### config.mk
export PLATFORM = sky130hd
export DESIGN_NAME = sram_sp_arb
export DESIGN_NICKNAME = d
export VERILOG_FILES = /design/src/rtl/sram_sp_arb.sv
export SDC_FILE = /design/constraint.sdc
export NUM_CORES = 1
export LEC_CHECK = 0
export CORE_MARGIN = 5
export CORE_UTILIZATION = 55
export CTS_CLUSTER_DIAMETER = 150
export DETAILED_ROUTE_END_ITERATION = 7
export DONT_BUFFER_PORTS = 1
export HOLD_SLACK_MARGIN = 0.02
export PLACE_DENSITY = 0.73
export SLEW_MARGIN = 10
export SYNTH_ARGS = -nofsm -noshare
export SYNTH_HDL_FRONTEND = slang
export SYNTH_SLANG_ARGS = --single-unit
### constraint.sdc
create_clock -name clk -period 1.3 [get_ports clk]
set_clock_uncertainty 0.05 [all_clocks]
set_input_delay 0 -clock clk [delete_from_list [all_inputs] [get_ports clk]]
set_output_delay 0 -clock clk [all_outputs]
set_load 0.03 [all_outputs]
### src/rtl/sram_sp_arb.sv
// Two-port arbiter in front of a single-port byte-enable SRAM with 1-cycle read latency.
// Define SRAM_SP_ARB_RR_EN for round-robin arbitration; default is fixed priority, B over A.
module sram_sp_arb #(
    parameter int WIDTH = 32,
    parameter int DEPTH = 1024,
    localparam int AW = $clog2(DEPTH),
    localparam int BW = WIDTH / 8
) (
    input  logic             clk,
    input  logic             rst_n,
    input  logic             a_req_val,
    output logic             a_req_rdy,
    input  logic [AW-1:0]    a_req_addr,
    output logic             a_rsp_val,
    input  logic             a_rsp_rdy,
    output logic [WIDTH-1:0] a_rsp_data,
    input  logic             b_req_val,
    output logic             b_req_rdy,
    input  logic             b_req_we,
    input  logic [BW-1:0]    b_req_be,
    input  logic [AW-1:0]    b_req_addr,
    input  logic [WIDTH-1:0] b_req_data,
    output logic             b_rsp_val,
    input  logic             b_rsp_rdy,
    output logic [WIDTH-1:0] b_rsp_data,
    output logic             sram_en,
    output logic             sram_we,
    output logic [BW-1:0]    sram_wbe,
    output logic [AW-1:0]    sram_addr,
    output logic [WIDTH-1:0] sram_di,
    input  logic [WIDTH-1:0] sram_do
);

    logic             pend_a_q, pend_a_d;
    logic             pend_b_q, pend_b_d;
    logic             pend_we_b_q, pend_we_b_d;
    logic             hold_val_a_q, hold_val_a_d;
    logic             hold_val_b_q, hold_val_b_d;
    logic [WIDTH-1:0] hold_data_a_q, hold_data_a_d;
    logic [WIDTH-1:0] hold_data_b_q, hold_data_b_d;
    logic             elig_a, elig_b;
    logic             grant_a, grant_b;
    logic [WIDTH-1:0] b_direct;
`ifdef SRAM_SP_ARB_RR_EN
    logic             last_b_q, last_b_d;
`endif

    // A port may issue only if its previous response is not going to be parked this cycle.
    always_comb begin
        elig_a  = a_req_val & ~hold_val_a_q & ~(pend_a_q & ~a_rsp_rdy);
        elig_b  = b_req_val & ~hold_val_b_q & ~(pend_b_q & ~b_rsp_rdy);
        grant_b = elig_b;
        grant_a = elig_a & ~elig_b;
`ifdef SRAM_SP_ARB_RR_EN
        if (elig_a && elig_b) begin
            grant_b = ~last_b_q;
            grant_a = last_b_q;
        end
`endif
        if (!rst_n) begin
            grant_a = 1'b0;
            grant_b = 1'b0;
        end
    end

    always_comb begin
        a_req_rdy = grant_a;
        b_req_rdy = grant_b;
        sram_en   = grant_a | grant_b;
        sram_we   = grant_b & b_req_we;
        sram_wbe  = sram_we ? b_req_be : '0;
        sram_addr = grant_b ? b_req_addr : (grant_a ? a_req_addr : '0);
        sram_di   = grant_b ? b_req_data : '0;
    end

    // Write acks carry zero data; held data always wins over the live SRAM output.
    always_comb begin
        b_direct   = pend_we_b_q ? '0 : sram_do;
        a_rsp_val  = pend_a_q | hold_val_a_q;
        b_rsp_val  = pend_b_q | hold_val_b_q;
        a_rsp_data = hold_val_a_q ? hold_data_a_q : (pend_a_q ? sram_do : '0);
        b_rsp_data = hold_val_b_q ? hold_data_b_q : (pend_b_q ? b_direct : '0);
    end

    always_comb begin
        pend_a_d      = grant_a;
        pend_b_d      = grant_b;
        pend_we_b_d   = grant_b & b_req_we;
        hold_val_a_d  = hold_val_a_q ? ~a_rsp_rdy : (pend_a_q & ~a_rsp_rdy);
        hold_val_b_d  = hold_val_b_q ? ~b_rsp_rdy : (pend_b_q & ~b_rsp_rdy);
        hold_data_a_d = (pend_a_q & ~hold_val_a_q & ~a_rsp_rdy) ? sram_do : hold_data_a_q;
        hold_data_b_d = (pend_b_q & ~hold_val_b_q & ~b_rsp_rdy) ? b_direct : hold_data_b_q;
`ifdef SRAM_SP_ARB_RR_EN
        last_b_d      = (grant_a | grant_b) ? grant_b : last_b_q;
`endif
    end

    always_ff @(posedge clk or negedge rst_n) begin
        if (!rst_n) begin
            pend_a_q      <= 1'b0;
            pend_b_q      <= 1'b0;
            pend_we_b_q   <= 1'b0;
            hold_val_a_q  <= 1'b0;
            hold_val_b_q  <= 1'b0;
            hold_data_a_q <= '0;
            hold_data_b_q <= '0;
        end else begin
            pend_a_q      <= pend_a_d;
            pend_b_q      <= pend_b_d;
            pend_we_b_q   <= pend_we_b_d;
            hold_val_a_q  <= hold_val_a_d;
            hold_val_b_q  <= hold_val_b_d;
            hold_data_a_q <= hold_data_a_d;
            hold_data_b_q <= hold_data_b_d;
        end
    end

`ifdef SRAM_SP_ARB_RR_EN
    always_ff @(posedge clk or negedge rst_n) begin
        if (!rst_n) last_b_q <= 1'b0;
        else        last_b_q <= last_b_d;
    end
`endif

endmodule

==> impl_metrics.ini, run 1 <==
[placement]
place_congestion = 0.785
place_inst = 506
portBuffers = 0
post-dp-hpwl_um = 7940
post-place-ws_ns = -0.132

[synth]
ys.flop_type = dfrtp_1
syn_area_um2 = 3760
avgSynthCellArea_um2 = 9.87
synth.net_count = 476
synth_edf_count = 0
ys_ff_latch = 69
syn_inst = 381
synthDistinctLibCells = 24
async_flop_share_pct = 100
ys_warn_count = 0
yosysSeqAreaShare_pct = 45.9

[status]
failed_stage = 5_1_grt
stop_error = [ERROR DPL-0038] Utilization greater than 100%, impossible to legalize
run_status = stopped before the end

[sta]
worst_endpoint = sram_wbe[1]
endpoint_type = output port

[clocking]
clock-sinks = 69
cts_buffer_depth = 2
root_buffer = clkbuf_8
cts_buffers = 9
htreeDepth = 3

[die]
die_w_um = 92.7
fp.dieH_um = 92.7
ios = 211
rows = 30
start_util_pct = 55.9

[global_route]
grt_max_degree = 82
cell families after synthesis:
kind of cell / after synthesis / share of synthesized area, %
AOI/OAI and AO/OA: 117 / 22.4
DFF: 69 / 45.9
and+or+nand+nor: 127 / 17.0
buffers and inverters: 36 / 5.06
muxes: 32 / 9.59
synth_stat cells (all sizes together), types with 2 or more instances:
master,count,area (um^2)
nand2,74,278
dfrtp,69,1730
a22o,64,561
o21ai,42,210
and2,33,206
mux2,32,360
buf,19,125
clkbuf,17,65.1
o22ai,10,62.6
and3,4,25.0
nand2b,3,26.3
nor2,3,13.8
nor3b,3,43.8
or2,3,18.8
nor2b,2,12.5
through the flow:
stage               instance area, um^2  utilization (%)
CTS                                6180             92.0
detailed placement                 4660             69.4
global placement                   4660             69.4
floorplan                          4040                -
repair_timing:
action,4_1_cts
pin swaps,25
hold buffers,35
setup endpoints to repair,176
setup buffers,21
resized for setup,144
hold endpoints to repair,138
cloned,8
==> run 2, diff against run 1 <==
CORE_UTILIZATION = 40   (was 55)
CTS_CLUSTER_DIAMETER = unset   (was 150)
HOLD_SLACK_MARGIN = unset   (was 0.02)
PLACE_DENSITY = unset   (was 0.73)
PLACE_DENSITY_LB_ADDON = 0.15   (was unset)
clock period = 1.69 ns   (was 1.3 ns; I/O delays follow)
==> impl_metrics.ini, run 2 <==
[worst_setup_path]
cp.required_ns = 1.64
crit_buf_inv = 3
crit_slowest_cell = dfrtp_1
path_cells = nand2b_4 > nor3b_4 > buf_6 > buf_12 > and3_4 > buf_12
critical_path_arrival_ns = 1.75
crit_cells = 6
worst_r2r_endpoint = hold_data_b_q[2]$_DFFE_PN0P_
cp-start-kind = flip-flop
critPathTopFamily = simple AND/OR/NAND/NOR gates
worstSetupStartpoint = hold_val_b_q$_DFF_PN0_
worstSetupPathType = flip-flop to primary output
reg2reg_slack_ns = 0.09
end_kind = primary output
worstPathMaxFanout = 10
slowest_delay_ns = 0.42
critPathMostFrequentCell = buf_12
worstReg2RegStart = pend_b_q$_DFF_PN0_
reg2reg_depth = 6

[sta]
finalCriticalPeriod_ns = 1.80
drv_slew = 0
hold_violations = 0
rsz0062_at_grt = yes
fmax_ghz = 0.556
setup_ws_ns = -0.108
setup_violations = 80
slew_headroom_pct = 77.7
worst_pin_slew_ns = 0.334
period_share_pct = 106
holdWs_ns = 0.0302

[layout]
stdcell_count = 654
diodes = 0
num-nets-final = 633
mostFrequentLayoutCells = 74 x nand2_1, 68 x dfrtp_1, 64 x a22o_1
final_layout_size_suffix_gt1_share_pct = 44.2
layout_commonest_cell = nand2_1
areaGrowthSynthToFinish_pct = 68.0
reg.largest.list = hold_data_a_q: 32 flops, hold_data_b_q: 32 flops

[synth]
ys_ff_latch = 69
syn_area_um2 = 3760
synthMostInstantiatedCell = nand2_1
syn_inst = 381
synth_top_area_share_pct = 45.9
ys.flop_type = dfrtp_1
avgSynthCellArea_um2 = 9.87
yosysSeqAreaShare_pct = 45.9
synth_common_cells = 74 x nand2_1, 69 x dfrtp_1, 64 x a22o_1, 42 x o21ai_0, 33 x and2_1
synth.net_count = 476
synth_largest_area_cell = dfrtp_1
async_flop_share_pct = 100
synth_edf_count = 0
ys_warn_count = 0
synthDistinctLibCells = 24
synth_area_leaders = dfrtp_1 46%, a22o_1 15%, mux2_2 9.6%

[clocking]
cts.clk_slew.worst_paths_ns = 0.07
cts_tree = done
htreeDepth = 3
clock-sinks = 69
worstSkewPairLatency_ns = 0.34
cts_buffer_depth = 2
root_buffer = clkbuf_8
cts_buffers = 9

[power]
power_leakage_nw = 2.77
clkPwrFrac_pct = 23.7
combPwrFrac_pct = 35.6
p_sw_mw = 1.88
internal-power_mw = 3.79
powerDensity_nw_per_um2 = 899
ir_worst_vdd_mv = 0.408
pwr-share-seq_pct = 40.7
swShare_pct = 33.1

[worst_hold_path]
hold_depth = 4
min_from = b_req_val
hp-class = input port to flip-flop
hold_end = pend_a_q$_DFF_PN0_

[detailed_routing]
drc_errors = 0
routed_wl_um = 13400
drt-initial-drc-count = 223
dr.pass1.iters = 4
ant_nets = 0
vias = 3670
detail_route.wl_per_cell_um = 20.5
vias_per_cell = 5.61

[placement]
portBuffers = 0
place_inst = 587
place_congestion = 0.767
post-dp-hpwl_um = 8150

[die]
ios = 211
fp.dieH_um = 107
die_w_um = 107
start_util_pct = 40.9
core_area_um2 = 9200
dieArea_um2 = 11400
rows = 35

[status]
run_status = finished, violations left
violations = setup timing

[global_route]
grt_pass1_vias = 3812
gr-total-overflow = 0
antenna_found_initial = 1
grt_usage_pct = 22.8
grt_pass1_wl_um = 20400
grt_max_degree = 70

[job]
max_cap_violations = 0
## run 2: how the worst max path moves through the flow
stage | endpoint | slack, ns
2_1_floorplan | pend_a_q$_DFF_PN0_ | 0.07
3_3_place_gp | sram_addr[5] | 0.22
3_5_place_dp | sram_addr[8] | 0.14
4_1_cts | sram_wbe[0] | -0.11
5_1_grt | sram_di[28] | -0.20
6_report | sram_wbe[1] | -0.11
## run 2: repair_timing
action                                  CTS  global route
pin swaps                                 6             5
gates cloned                              5             2
hold buffers                             38             0
endpoints found under the setup margin   93            87
setup buffers                             6             0
hold endpoints to repair                137             0
gates resized for setup                  93            32
## run 2: final cells by class
class	count	area, um^2
clock buffer	11	131
fill	679	2880
multi-input combinational	277	2040
timing repair buffer	181	2210
tap	111	139
sequential	69	1730
clock inverter	5	61.3
## run 2: stage by stage
step | power (mW) | setup TNS (ns) | worst slack [ns] | instance area (um^2) | util, %
after floorplan | 3.42 | 0 | 0.0701 | 3760 | -
after global placement | 3.96 | 0 | 0.220 | 5120 | 55.7
after detailed placement | 4.00 | 0 | 0.145 | 5120 | 55.7
after CTS | 5.66 | -6.05 | -0.110 | 6170 | 67.1
after global routing | 5.97 | -12.89 | -0.204 | 6320 | 68.7
final | 5.68 | -4.73 | -0.108 | 6320 | 68.7
## run 2: layer usage
layer	share of wire, %	global-route usage [%]	up-vias
met5	0.15	0	-
met4	2.1	8.86	2
met3	8.8	6.68	20
met2	52	39.8	192
met1	37	26.3	1780
li1	-	-	1676
## run 2: worst reg2reg max path, cell delays in order (launching register included)
cell     delay, ns
dfrtp_1       0.38
and2b_2       0.23
buf_6         0.15
buf_4         0.14
nor3b_4       0.15
buf_12        0.17
a22o_1        0.22
## run 2: cells by family after synthesis
kind of cell | synth area share (%)
AO/OA/AOI/OAI | 22.4
AND/OR/NAND/NOR | 17.0
flip-flops | 45.9
multiplexers | 9.59
buffers and inverters | 5.06
## run 2: power by group through the flow
stage	Sequential, mW	Clock [mW]	Combinational, mW
after CTS	2.31	1.38	1.97
after detailed placement	2.33	0	1.67
after floorplan	2.27	0	1.15
after global placement	2.31	0	1.64
after global routing	2.36	1.46	2.15
final	2.31	1.35	2.02
(Power assumes the default switching activity.)
